`src/rtl/load_store_unit_pkg.sv`:
```
// Shared definitions for the load/store unit: funct3 codes, memory write
// size codes, FSM state type and access-size helpers.
package lsu_pkg;

  // RV32I load/store width codes
  localparam logic [2:0] F3_B  = 3'b000;
  localparam logic [2:0] F3_H  = 3'b001;
  localparam logic [2:0] F3_W  = 3'b010;
  localparam logic [2:0] F3_BU = 3'b100;
  localparam logic [2:0] F3_HU = 3'b101;

  // Size-coded write strobe understood by the data memory
  localparam logic [1:0] MEM_WR_NONE = 2'd0;
  localparam logic [1:0] MEM_WR_BYTE = 2'd1;
  localparam logic [1:0] MEM_WR_HALF = 2'd2;
  localparam logic [1:0] MEM_WR_WORD = 2'd3;

  typedef enum logic [2:0] {
    IDLE,
    LD_WAIT,
    LD_CAP,
    ST_WRITE,
    RESP
  } state_t;

  // Number of bytes touched by a (legal) funct3; the sign bit is ignored.
  function automatic logic [2:0] access_bytes(input logic [2:0] funct3);
    case (funct3[1:0])
      2'b00:   access_bytes = 3'd1;
      2'b01:   access_bytes = 3'd2;
      default: access_bytes = 3'd4;
    endcase
  endfunction

  // Write strobe code for a legal store funct3.
  function automatic logic [1:0] store_size(input logic [2:0] funct3);
    case (funct3[1:0])
      2'b00:   store_size = MEM_WR_BYTE;
      2'b01:   store_size = MEM_WR_HALF;
      default: store_size = MEM_WR_WORD;
    endcase
  endfunction

endpackage

```
`src/rtl/load_store_unit_if.sv`:
```
// Request/response channels between the execute stage (master) and the
// load/store unit (slave).
interface load_store_unit_if;
  logic        req_valid;
  logic        req_ready;
  logic        req_store;
  logic [2:0]  req_funct3;
  logic [31:0] req_addr;
  logic [31:0] req_wdata;
  logic [4:0]  req_rd;
  logic        resp_valid;
  logic        resp_ready;
  logic [31:0] resp_data;
  logic [4:0]  resp_rd;
  logic        resp_err;

  modport master (
    output req_valid, req_store, req_funct3, req_addr, req_wdata, req_rd,
    output resp_ready,
    input  req_ready, resp_valid, resp_data, resp_rd, resp_err
  );

  modport slave (
    input  req_valid, req_store, req_funct3, req_addr, req_wdata, req_rd,
    input  resp_ready,
    output req_ready, resp_valid, resp_data, resp_rd, resp_err
  );
endinterface

```
`src/rtl/load_store_unit_load_extend.sv`:
```
// Byte/half selection and sign/zero extension of a raw memory word whose
// byte 0 is the addressed byte.
module load_extend
  import lsu_pkg::*;
(
  input  logic [2:0]  funct3,
  input  logic [31:0] raw,
  output logic [31:0] data
);

  // Pick the low byte/half and extend according to funct3
  always_comb begin
    data = raw;
    case (funct3)
      F3_B:    data = {{24{raw[7]}}, raw[7:0]};
      F3_H:    data = {{16{raw[15]}}, raw[15:0]};
      F3_BU:   data = {24'd0, raw[7:0]};
      F3_HU:   data = {16'd0, raw[15:0]};
      default: data = raw;
    endcase
  end

endmodule

```
`src/rtl/load_store_unit.sv`:
```
// Load/store unit: one outstanding access, registered memory controls,
// one-cycle memory read latency, extended load results on a valid/ready
// response channel. Illegal funct3 and out-of-bounds accesses are answered
// immediately with an error and never reach the memory.
module load_store_unit
  import lsu_pkg::*;
#(
  parameter int unsigned MEM_SIZE     = 1024,
  parameter bit          CHECK_BOUNDS = 1'b1
) (
  input  logic                clk,
  input  logic                rst,
  load_store_unit_if.slave    lsu,
  output logic [31:0]         mem_rd_addr,
  input  logic [31:0]         mem_rd_data,
  output logic [1:0]          mem_wr,
  output logic [31:0]         mem_wr_addr,
  output logic [31:0]         mem_wr_data
);

  state_t      state_reg;
  logic [2:0]  funct3_reg;
  logic        resp_valid_reg;
  logic [31:0] resp_data_reg;
  logic [4:0]  resp_rd_reg;
  logic        resp_err_reg;
  logic [31:0] mem_rd_addr_reg;
  logic [1:0]  mem_wr_reg;
  logic [31:0] mem_wr_addr_reg;
  logic [31:0] mem_wr_data_reg;

  logic        funct3_ok;
  logic [32:0] last_byte;
  logic        out_of_bounds;
  logic        req_err;
  logic [31:0] ext_data;

  // Legality of the incoming request: funct3 decode plus 33-bit bounds check
  always_comb begin
    funct3_ok = 1'b0;
    case (lsu.req_funct3)
      F3_B, F3_H, F3_W: funct3_ok = 1'b1;
      F3_BU, F3_HU:     funct3_ok = !lsu.req_store;
      default:          funct3_ok = 1'b0;
    endcase
    last_byte     = {1'b0, lsu.req_addr} + 33'(access_bytes(lsu.req_funct3)) - 33'd1;
    out_of_bounds = CHECK_BOUNDS && (last_byte >= 33'(MEM_SIZE));
    req_err       = !funct3_ok || out_of_bounds;
  end

  load_extend u_load_extend (
    .funct3 (funct3_reg),
    .raw    (mem_rd_data),
    .data   (ext_data)
  );

  // Main FSM; every output is a register updated here
  always_ff @(posedge clk) begin
    if (rst) begin
      state_reg       <= IDLE;
      funct3_reg      <= F3_B;
      resp_valid_reg  <= 1'b0;
      resp_data_reg   <= 32'd0;
      resp_rd_reg     <= 5'd0;
      resp_err_reg    <= 1'b0;
      mem_rd_addr_reg <= 32'd0;
      mem_wr_reg      <= MEM_WR_NONE;
      mem_wr_addr_reg <= 32'd0;
      mem_wr_data_reg <= 32'd0;
    end else begin
      case (state_reg)
        IDLE: begin
          if (lsu.req_valid) begin
            resp_rd_reg <= lsu.req_rd;
            funct3_reg  <= lsu.req_funct3;
            if (req_err) begin
              // No memory access; answer straight away
              resp_valid_reg <= 1'b1;
              resp_err_reg   <= 1'b1;
              resp_data_reg  <= 32'd0;
              state_reg      <= RESP;
            end else if (lsu.req_store) begin
              mem_wr_reg      <= store_size(lsu.req_funct3);
              mem_wr_addr_reg <= lsu.req_addr;
              mem_wr_data_reg <= lsu.req_wdata;
              state_reg       <= ST_WRITE;
            end else begin
              mem_rd_addr_reg <= lsu.req_addr;
              state_reg       <= LD_WAIT;
            end
          end
        end
        LD_WAIT: state_reg <= LD_CAP;
        LD_CAP: begin
          resp_data_reg  <= ext_data;
          resp_err_reg   <= 1'b0;
          resp_valid_reg <= 1'b1;
          state_reg      <= RESP;
        end
        ST_WRITE: begin
          // Strobe lasts exactly one cycle; address/data keep their values
          mem_wr_reg     <= MEM_WR_NONE;
          resp_data_reg  <= 32'd0;
          resp_err_reg   <= 1'b0;
          resp_valid_reg <= 1'b1;
          state_reg      <= RESP;
        end
        RESP: begin
          if (lsu.resp_ready) begin
            resp_valid_reg <= 1'b0;
            state_reg      <= IDLE;
          end
        end
        default: state_reg <= IDLE;
      endcase
    end
  end

  assign lsu.req_ready  = (state_reg == IDLE);
  assign lsu.resp_valid = resp_valid_reg;
  assign lsu.resp_data  = resp_data_reg;
  assign lsu.resp_rd    = resp_rd_reg;
  assign lsu.resp_err   = resp_err_reg;
  assign mem_rd_addr    = mem_rd_addr_reg;
  assign mem_wr         = mem_wr_reg;
  assign mem_wr_addr    = mem_wr_addr_reg;
  assign mem_wr_data    = mem_wr_data_reg;

endmodule

```
`src/flat_wrapper.sv`:
```
// flat-port wrapper written by rule: the top's interface ports become plain ports
module load_store_unit_flat import lsu_pkg::*;
#(
  parameter int unsigned MEM_SIZE     = 1024,
  parameter bit          CHECK_BOUNDS = 1'b1
)
  (clk, rst, mem_rd_addr, mem_rd_data, mem_wr, mem_wr_addr, mem_wr_data, lsu_req_valid, lsu_req_store, lsu_req_funct3, lsu_req_addr, lsu_req_wdata, lsu_req_rd, lsu_resp_ready, lsu_req_ready, lsu_resp_valid, lsu_resp_data, lsu_resp_rd, lsu_resp_err);
  load_store_unit_if lsu_i ();
  input  logic clk;
  input  logic rst;
  output logic [31:0] mem_rd_addr;
  input  logic [31:0] mem_rd_data;
  output logic [1:0] mem_wr;
  output logic [31:0] mem_wr_addr;
  output logic [31:0] mem_wr_data;
  input wire logic [$bits(lsu_i.req_valid)-1:0] lsu_req_valid;
  input wire logic [$bits(lsu_i.req_store)-1:0] lsu_req_store;
  input wire logic [$bits(lsu_i.req_funct3)-1:0] lsu_req_funct3;
  input wire logic [$bits(lsu_i.req_addr)-1:0] lsu_req_addr;
  input wire logic [$bits(lsu_i.req_wdata)-1:0] lsu_req_wdata;
  input wire logic [$bits(lsu_i.req_rd)-1:0] lsu_req_rd;
  input wire logic [$bits(lsu_i.resp_ready)-1:0] lsu_resp_ready;
  output wire logic [$bits(lsu_i.req_ready)-1:0] lsu_req_ready;
  output wire logic [$bits(lsu_i.resp_valid)-1:0] lsu_resp_valid;
  output wire logic [$bits(lsu_i.resp_data)-1:0] lsu_resp_data;
  output wire logic [$bits(lsu_i.resp_rd)-1:0] lsu_resp_rd;
  output wire logic [$bits(lsu_i.resp_err)-1:0] lsu_resp_err;
  assign lsu_i.req_valid = lsu_req_valid;
  assign lsu_i.req_store = lsu_req_store;
  assign lsu_i.req_funct3 = lsu_req_funct3;
  assign lsu_i.req_addr = lsu_req_addr;
  assign lsu_i.req_wdata = lsu_req_wdata;
  assign lsu_i.req_rd = lsu_req_rd;
  assign lsu_i.resp_ready = lsu_resp_ready;
  assign lsu_req_ready = lsu_i.req_ready;
  assign lsu_resp_valid = lsu_i.resp_valid;
  assign lsu_resp_data = lsu_i.resp_data;
  assign lsu_resp_rd = lsu_i.resp_rd;
  assign lsu_resp_err = lsu_i.resp_err;
  load_store_unit #(.MEM_SIZE(MEM_SIZE), .CHECK_BOUNDS(CHECK_BOUNDS)) u_core (.clk(clk), .rst(rst), .lsu(lsu_i), .mem_rd_addr(mem_rd_addr), .mem_rd_data(mem_rd_data), .mem_wr(mem_wr), .mem_wr_addr(mem_wr_addr), .mem_wr_data(mem_wr_data));
endmodule
```
`config.mk`:
```
export PLATFORM = sky130hd
export DESIGN_NAME = load_store_unit_flat
export DESIGN_NICKNAME = d
export VERILOG_FILES = /design/src/rtl/load_store_unit_pkg.sv /design/src/rtl/load_store_unit_if.sv /design/src/rtl/load_store_unit_load_extend.sv /design/src/rtl/load_store_unit.sv /design/src/flat_wrapper.sv
export SDC_FILE = /design/constraint.sdc
export NUM_CORES = 1
export LEC_CHECK = 0
export CAP_MARGIN = 10
export CORE_MARGIN = 5
export CORE_UTILIZATION = 44
export DETAILED_ROUTE_END_ITERATION = 12
export HOLD_SLACK_MARGIN = 0.15
export PLACE_DENSITY_LB_ADDON = 0.05
export SETUP_SLACK_MARGIN = 0.15
export SYNTH_ARGS = -nofsm -noshare
export SYNTH_HDL_FRONTEND = slang
export SYNTH_HIERARCHICAL = 1
export SYNTH_SLANG_ARGS = --single-unit
```
`constraint.sdc`:
```
create_clock -name clk -period 3.75 [get_ports clk]
set_input_delay 0.5625 -clock clk [delete_from_list [all_inputs] [get_ports clk]]
set_output_delay 0.5625 -clock clk [all_outputs]
set_load 0.01 [all_outputs]
```
* After elaboration in Yosys (flattened, before gate mapping)
Cells that the tools add are included. W data, S select, Z words.
Storage, ports and cells: register bits 143, input bits 109, output and inout port bits 138, word-level logic and storage cells 75
Cells by class: add/sub/neg operators 2, magnitude comparators 1, eq/ne operators 17, muxes and demuxes 21, bitwise logic cells 2, reductions and logical operators 22
Operator list (count):
- $pmux W32 S4 | 1
- $pmux W32 S3 | 1
- $mux W32 | 2
- $add A32 B3 Y33 | 1
- $ge A33 B11 Y1 const B | 1
- $sub A33 B1 Y33 const B | 1
- $reduce_and A4 Y1 | 4
- $eq A3 B3 Y1 const B | 5
- $pmux W3 S4 | 1
- $eq A3 B1 Y1 const B | 3
- $eq A3 B2 Y1 const B | 3
- $logic_not A3 Y1 | 3
- $mux W3 | 3
- $mux W2 | 4
- $ne A2 B2 Y1 const B | 4
- $pmux W2 S2 | 2
- $pmux W3 S2 | 1
- $reduce_and A3 Y1 | 2
- $reduce_bool A3 Y1 | 2
- $pmux W1 S2 | 2
- $reduce_and A2 Y1 | 2
- $reduce_bool A2 Y1 | 2
- $reduce_or A2 Y1 | 2
- $mux W1 | 3
- 8 further kinds | 10

* Longest topological paths before layout
depth after elaboration 9, depth in mapped cells 19, mapped depth without buffers 17

* Hierarchy
The synthesis kept the hierarchy.
By module, submodules not included:
- load_store_unit | instances 1, cells each 1022, area each 8535.7 µm², sequential area each 2862.7 µm²
- load_extend | instances 1, cells each 67, area each 355.3 µm², sequential area each 0.0 µm²

* Worst setup path after synthesis
OpenSTA, ideal clock, no wires.
path type input to register, start in lsu_req_funct3[0], end reg u_core.mem_rd_addr_reg[10] (netlist: u_core/mem_rd_addr[10]), setup time 0.072 ns, data arrival time 3.928 ns, required time 3.678 ns, setup slack -0.249 ns, stages 18, buffers on the path 2, path through or2_2 > ha_1 > inv_1 > ha_1 > inv_1 > fa_1 > nor2b_1 > o31ai_2 > a211oi_2 > nor3_1 > mux2_1 > a211o_1 > nor4_1 > o2111a_2 > nor3b_2 > buf_4 > buf_8 > mux2i_1
On the way: longest elaborated chain between the ends 8, elaborated cells between the ends (all ways) 18, classes of those cells add/sub (2); order compare (1); eq/ne (5); mux (2); bitwise (1); reduce/logical (7)
RTL lines:
- from (decl) | RTL line flat_wrapper.sv:18 | input wire logic [$bits(lsu_i.req_funct3)-1:0] lsu_req_funct3;
- $eq A2 B1 Y1 / $logic_not A2 Y1 (equally long branches) | RTL line load_store_unit_pkg.sv:28 | case (funct3[1:0])
- $pmux W3 S2 | RTL line load_store_unit_pkg.sv:28
- $add A32 B3 Y33 | RTL line load_store_unit.sv:46 | last_byte = {1'b0, lsu.req_addr} + 33'(access_bytes(lsu.req_funct3)) - 33'd1;
- $sub A33 B1 Y33 | RTL line load_store_unit.sv:46
- $ge A33 B11 Y1 | RTL line load_store_unit.sv:47 | out_of_bounds = CHECK_BOUNDS && (last_byte >= 33'(MEM_SIZE));
- $logic_or A1 B1 Y1 (*) | RTL line load_store_unit.sv:48 | req_err = !funct3_ok || out_of_bounds;
- $not A1 Y1 (no line) (*)
- $reduce_and A4 Y1 (no line) (*)
- to (signal assigned) | RTL line load_store_unit.sv:88 | mem_rd_addr_reg <= lsu.req_addr;
- to (decl) | RTL line load_store_unit.sv:27 | logic [31:0] mem_rd_addr_reg;
Every way passes the cells marked *; elsewhere a longest branch is shown, timed or not. A chain may end at the register's enable or synchronous reset.

* Final worst setup path
start in lsu_req_funct3[0], end reg u_core.mem_wr_data_reg[5] (netlist: u_core/mem_wr_data[5])
On the way: longest elaborated chain between the ends 8, elaborated cells between the ends (all ways) 18, classes of those cells add/sub (2); order compare (1); eq/ne (5); mux (2); bitwise (1); reduce/logical (7)
RTL lines:
- $eq A2 B1 Y1 / $logic_not A2 Y1 (equally long branches) | RTL line load_store_unit_pkg.sv:28
- $pmux W3 S2 | RTL line load_store_unit_pkg.sv:28
- $add A32 B3 Y33 | RTL line load_store_unit.sv:46
- $sub A33 B1 Y33 | RTL line load_store_unit.sv:46
- $ge A33 B11 Y1 | RTL line load_store_unit.sv:47
- $logic_or A1 B1 Y1 (*) | RTL line load_store_unit.sv:48
- $not A1 Y1 (no line) (*)
- $reduce_and A4 Y1 (no line) (*)
- to (signal assigned) | RTL line load_store_unit.sv:85 | mem_wr_data_reg <= lsu.req_wdata;
- to (decl) | RTL line load_store_unit.sv:30 | logic [31:0] mem_wr_data_reg;
Marked as above.

==> results.toml <==
[run_status]
status = "complete, no violations"

[die]
core_area_sq_um = 20040
die_h_microns = 152.2
rows = 52
num_io_pins = 247
die_x_microns = 152.2
start_util_pct = 44.37
die_area_sq_um = 23150

[timing]
max_freq_mhz = 267.7
finalHoldViolCount = 0
period_share_pct = 99.61
grt_setup_unrepaired = "yes"
max-slew-margin-rel_pct = 44.30
setup_viol = 0
fin_worst_skew_ns = 0.01270
worst_pin_slew_ns = 0.8343
fin_ws_ns = 0.01478
slew_viol_final = 0
period_needed_ns = 3.735

[drt]
drc = 0
first_pass_iters = 5
wl_per_cell_microns = 16.16
drt-initial-drc-count = 369
vias_per_cell = 5.171
via_count = 8832
wl_mm = 27.60
ant_nets = 0

[grt]
grt_pass1_wl_mm = 43.98
first_global_vias = 8569
grt_overflow = 0
grt.total_usage_pct = 22.79
grt_start_max_net_pins = 119
antenna_found_initial = 0

[critical_path]
reg2reg_depth = 7
rrSetupSlack_ns = 1.72
crit_type = "input port to flip-flop"
required_ns = 4.05
critPathMaxFanout = 16
cp-end-kind = "flip-flop"
reg2reg_from = "u_core/state_reg[0]"
crit_arrival_ns = 4.04
r2r-end = "u_core/mem_rd_addr[17]"
cp-start-kind = "input port"

[synthesis]
netlist.area_leader.share_pct = 32.20
synth_top_cell_by_area = "dfxtp_1"
netlist_area_sq_um = 8891
synthCells = 1089
synth_common_cells = "164 x nand2b_1, 143 x dfxtp_1, 111 x nand2_1"
ys_ff_latch = 143
synth_nets = 1233
yosysSeqAreaShare_pct = 32.20
synth_edf_count = 0
async_flop_share_pct = 0
synth.distinct_cells = 76
netlist_top_cells_area = "dfxtp_1 32%, mux2i_1 12%, nand2b_1 12%, ha_1 4.8%, nand2_1 4.7%"
ys.flop_type = "dfxtp_1"
yosys_warnings = 6
postSynthAreaPerCell_sq_um = 8.164
synth.most_common_cell = "nand2b_1"

[power]
leakagePower_nw = 5.705
combPwrFrac_pct = 21.6
swShare_pct = 27.07
total_power_mw = 4.300
p_int_mw = 3.136
p_per_area_nw_per_um2 = 316.3
pwr-share-clk_pct = 42.7
max-vdd-ir-drop_uv = 276.4
p_sw_mw = 1.164
seq_power_share_pct = 35.7

[hold_path]
min_to = "u_core/mem_rd_addr[1]"
hp-class = "input port to flip-flop"
min_path_cells = 3
hp-start = "lsu_req_addr[1]"

[final_layout]
diodes = 0
final_core_util_pct = 67.84
synthToLayoutAreaGrowth_pct = 52.91
nets = 1570
drive_gt1_share_pct = 18.22

[clocking]
clkTransAtPathRegs_ns = 0.07
clock_sinks = 143
ctsHoldBuffers = 0
clk_path_buf_depth = 2
h-tree-depth = 4
clock_latency_ns = 0.42
cts_tree = "done"
cts_root_buf = "clkbuf_16"
cts-buffers-inserted = 17

[placed_design]
hpwlAfterDp_mm = 19.82
gp_congestion = 0.8901
dp_slack_ns = -0.9389
io_buffers = 246

[flow_run]
max_cap_violations = 0
## final cells by class
class | instances | area [sq um]
clock inverter | 13 | 187.7
clock buffer | 18 | 439.2
inverter | 77 | 289.0
timing repair buffer | 396 | 3779
sequential | 143 | 2863
fill | 1766 | 6444
tap | 270 | 337.8
multi-input combinational | 791 | 5700
## kinds of logic (layout without fill, tap and decap cells)
group                      after synthesis  after routing  share of synthesized area, %
and+or+nand+nor                        419            419                         25.05
AOI/OAI and AO/OA                      222            222                         16.69
buffers and inverters                  155            504                         8.162
DFF                                    143            143                         32.20
muxes                                  106            106                         12.00
adders and majority gates               35             35                         5.010
xor gates and xnor gates                 9              9                        0.8865
## repair_timing
action / 4_1_cts / 5_1_grt
pin swaps: 20 / 19
setup buffers: 7 / 3
setup endpoints to repair: 135 / 133
gates cloned: 2 / 2
gates resized for setup: 61 / 28
## worst max path at each step
stage	start	to	slack [ns]
after floorplan	lsu_req_funct3[1]	u_core/mem_rd_addr[10]	-0.11
after global placement	lsu_req_funct3[1]	u_core/mem_rd_addr[10]	-0.83
after detailed placement	lsu_req_funct3[1]	u_core/mem_rd_addr[22]	-0.94
after CTS	lsu_req_funct3[0]	u_core/mem_rd_addr[21]	0.03
after global routing	lsu_req_funct3[0]	u_core/mem_rd_addr[21]	-0.16
final	lsu_req_funct3[0]	u_core/mem_wr_data[5]	0.01
## cells in the final DEF, fill, tap and decap left out, drive strengths merged, types with 7 or more instances in the layout
cell type / synthesis / routed
a211oi: 7 / 7
a21o: 11 / 11
a21oi: 74 / 74
and2: 7 / 7
buf: 33 / 152
clkbuf: 45 / 21
clkdlybuf4s50: 0 / 233
dfxtp: 143 / 143
dlygate4sd2: 0 / 7
ha: 34 / 34
inv: 77 / 79
mux2i: 104 / 104
nand2: 112 / 112
nand2b: 164 / 164
nand3: 11 / 11
nand4: 12 / 12
nor2: 59 / 59
nor3: 13 / 13
o21ai: 50 / 50
o41ai: 32 / 32
## power groups by stage
| stage | clock [mW] | sequential [mW] | combinational (mW) |
|---|---|---|---|
| 2_1_floorplan | 0 | 1.57 | 0.465 |
| 3_3_place_gp | 0 | 1.57 | 0.854 |
| 3_5_place_dp | 0 | 1.57 | 0.856 |
| 4_1_cts | 1.88 | 1.54 | 0.896 |
| 5_1_grt | 1.95 | 1.54 | 1.01 |
| 6_report | 1.84 | 1.54 | 0.928 |
## layer usage
| metal | track usage (%) | routed length, microns |
|---|---|---|
| met5 | 0 | 0 |
| met4 | 6.507 | 530 |
| met3 | 4.232 | 1225 |
| met2 | 39.97 | 13810 |
| met1 | 28.63 | 12030 |
## stage by stage
step / hold WS [ns] / setup TNS (ns) / std cells / instance area [sq um]
2_1_floorplan: 0.4367 / -7.552 / 1089 / 8954
3_3_place_gp: 0.4452 / -99.96 / 1663 / 12440
3_5_place_dp: 0.4492 / -112.58 / 1663 / 12440
4_1_cts: 0.4543 / 0 / 1703 / 13410
5_1_grt: 0.4549 / -12.19 / 1708 / 13600
6_report: 0.4365 / 0 / 1708 / 13600
## worst max-delay path: stages
cell and delay [ns]:
buf_8 0.10, or2_4 0.25, ha_4 0.16, inv_2 0.06, ha_4 0.12, inv_2 0.04
fa_2 0.39, nor2b_4 0.15, o31ai_4 0.09, a211oi_2 0.23, buf_4 0.17, o31ai_4 0.07
a31oi_1 0.19, xor2_1 0.12, nor4_2 0.30, o2111a_2 0.26, buf_4 0.12, buf_12 0.10
nand3_4 0.16, clkbuf_16 0.26, mux2i_1 0.12
Note: power is estimated with default switching activity, not from simulation.
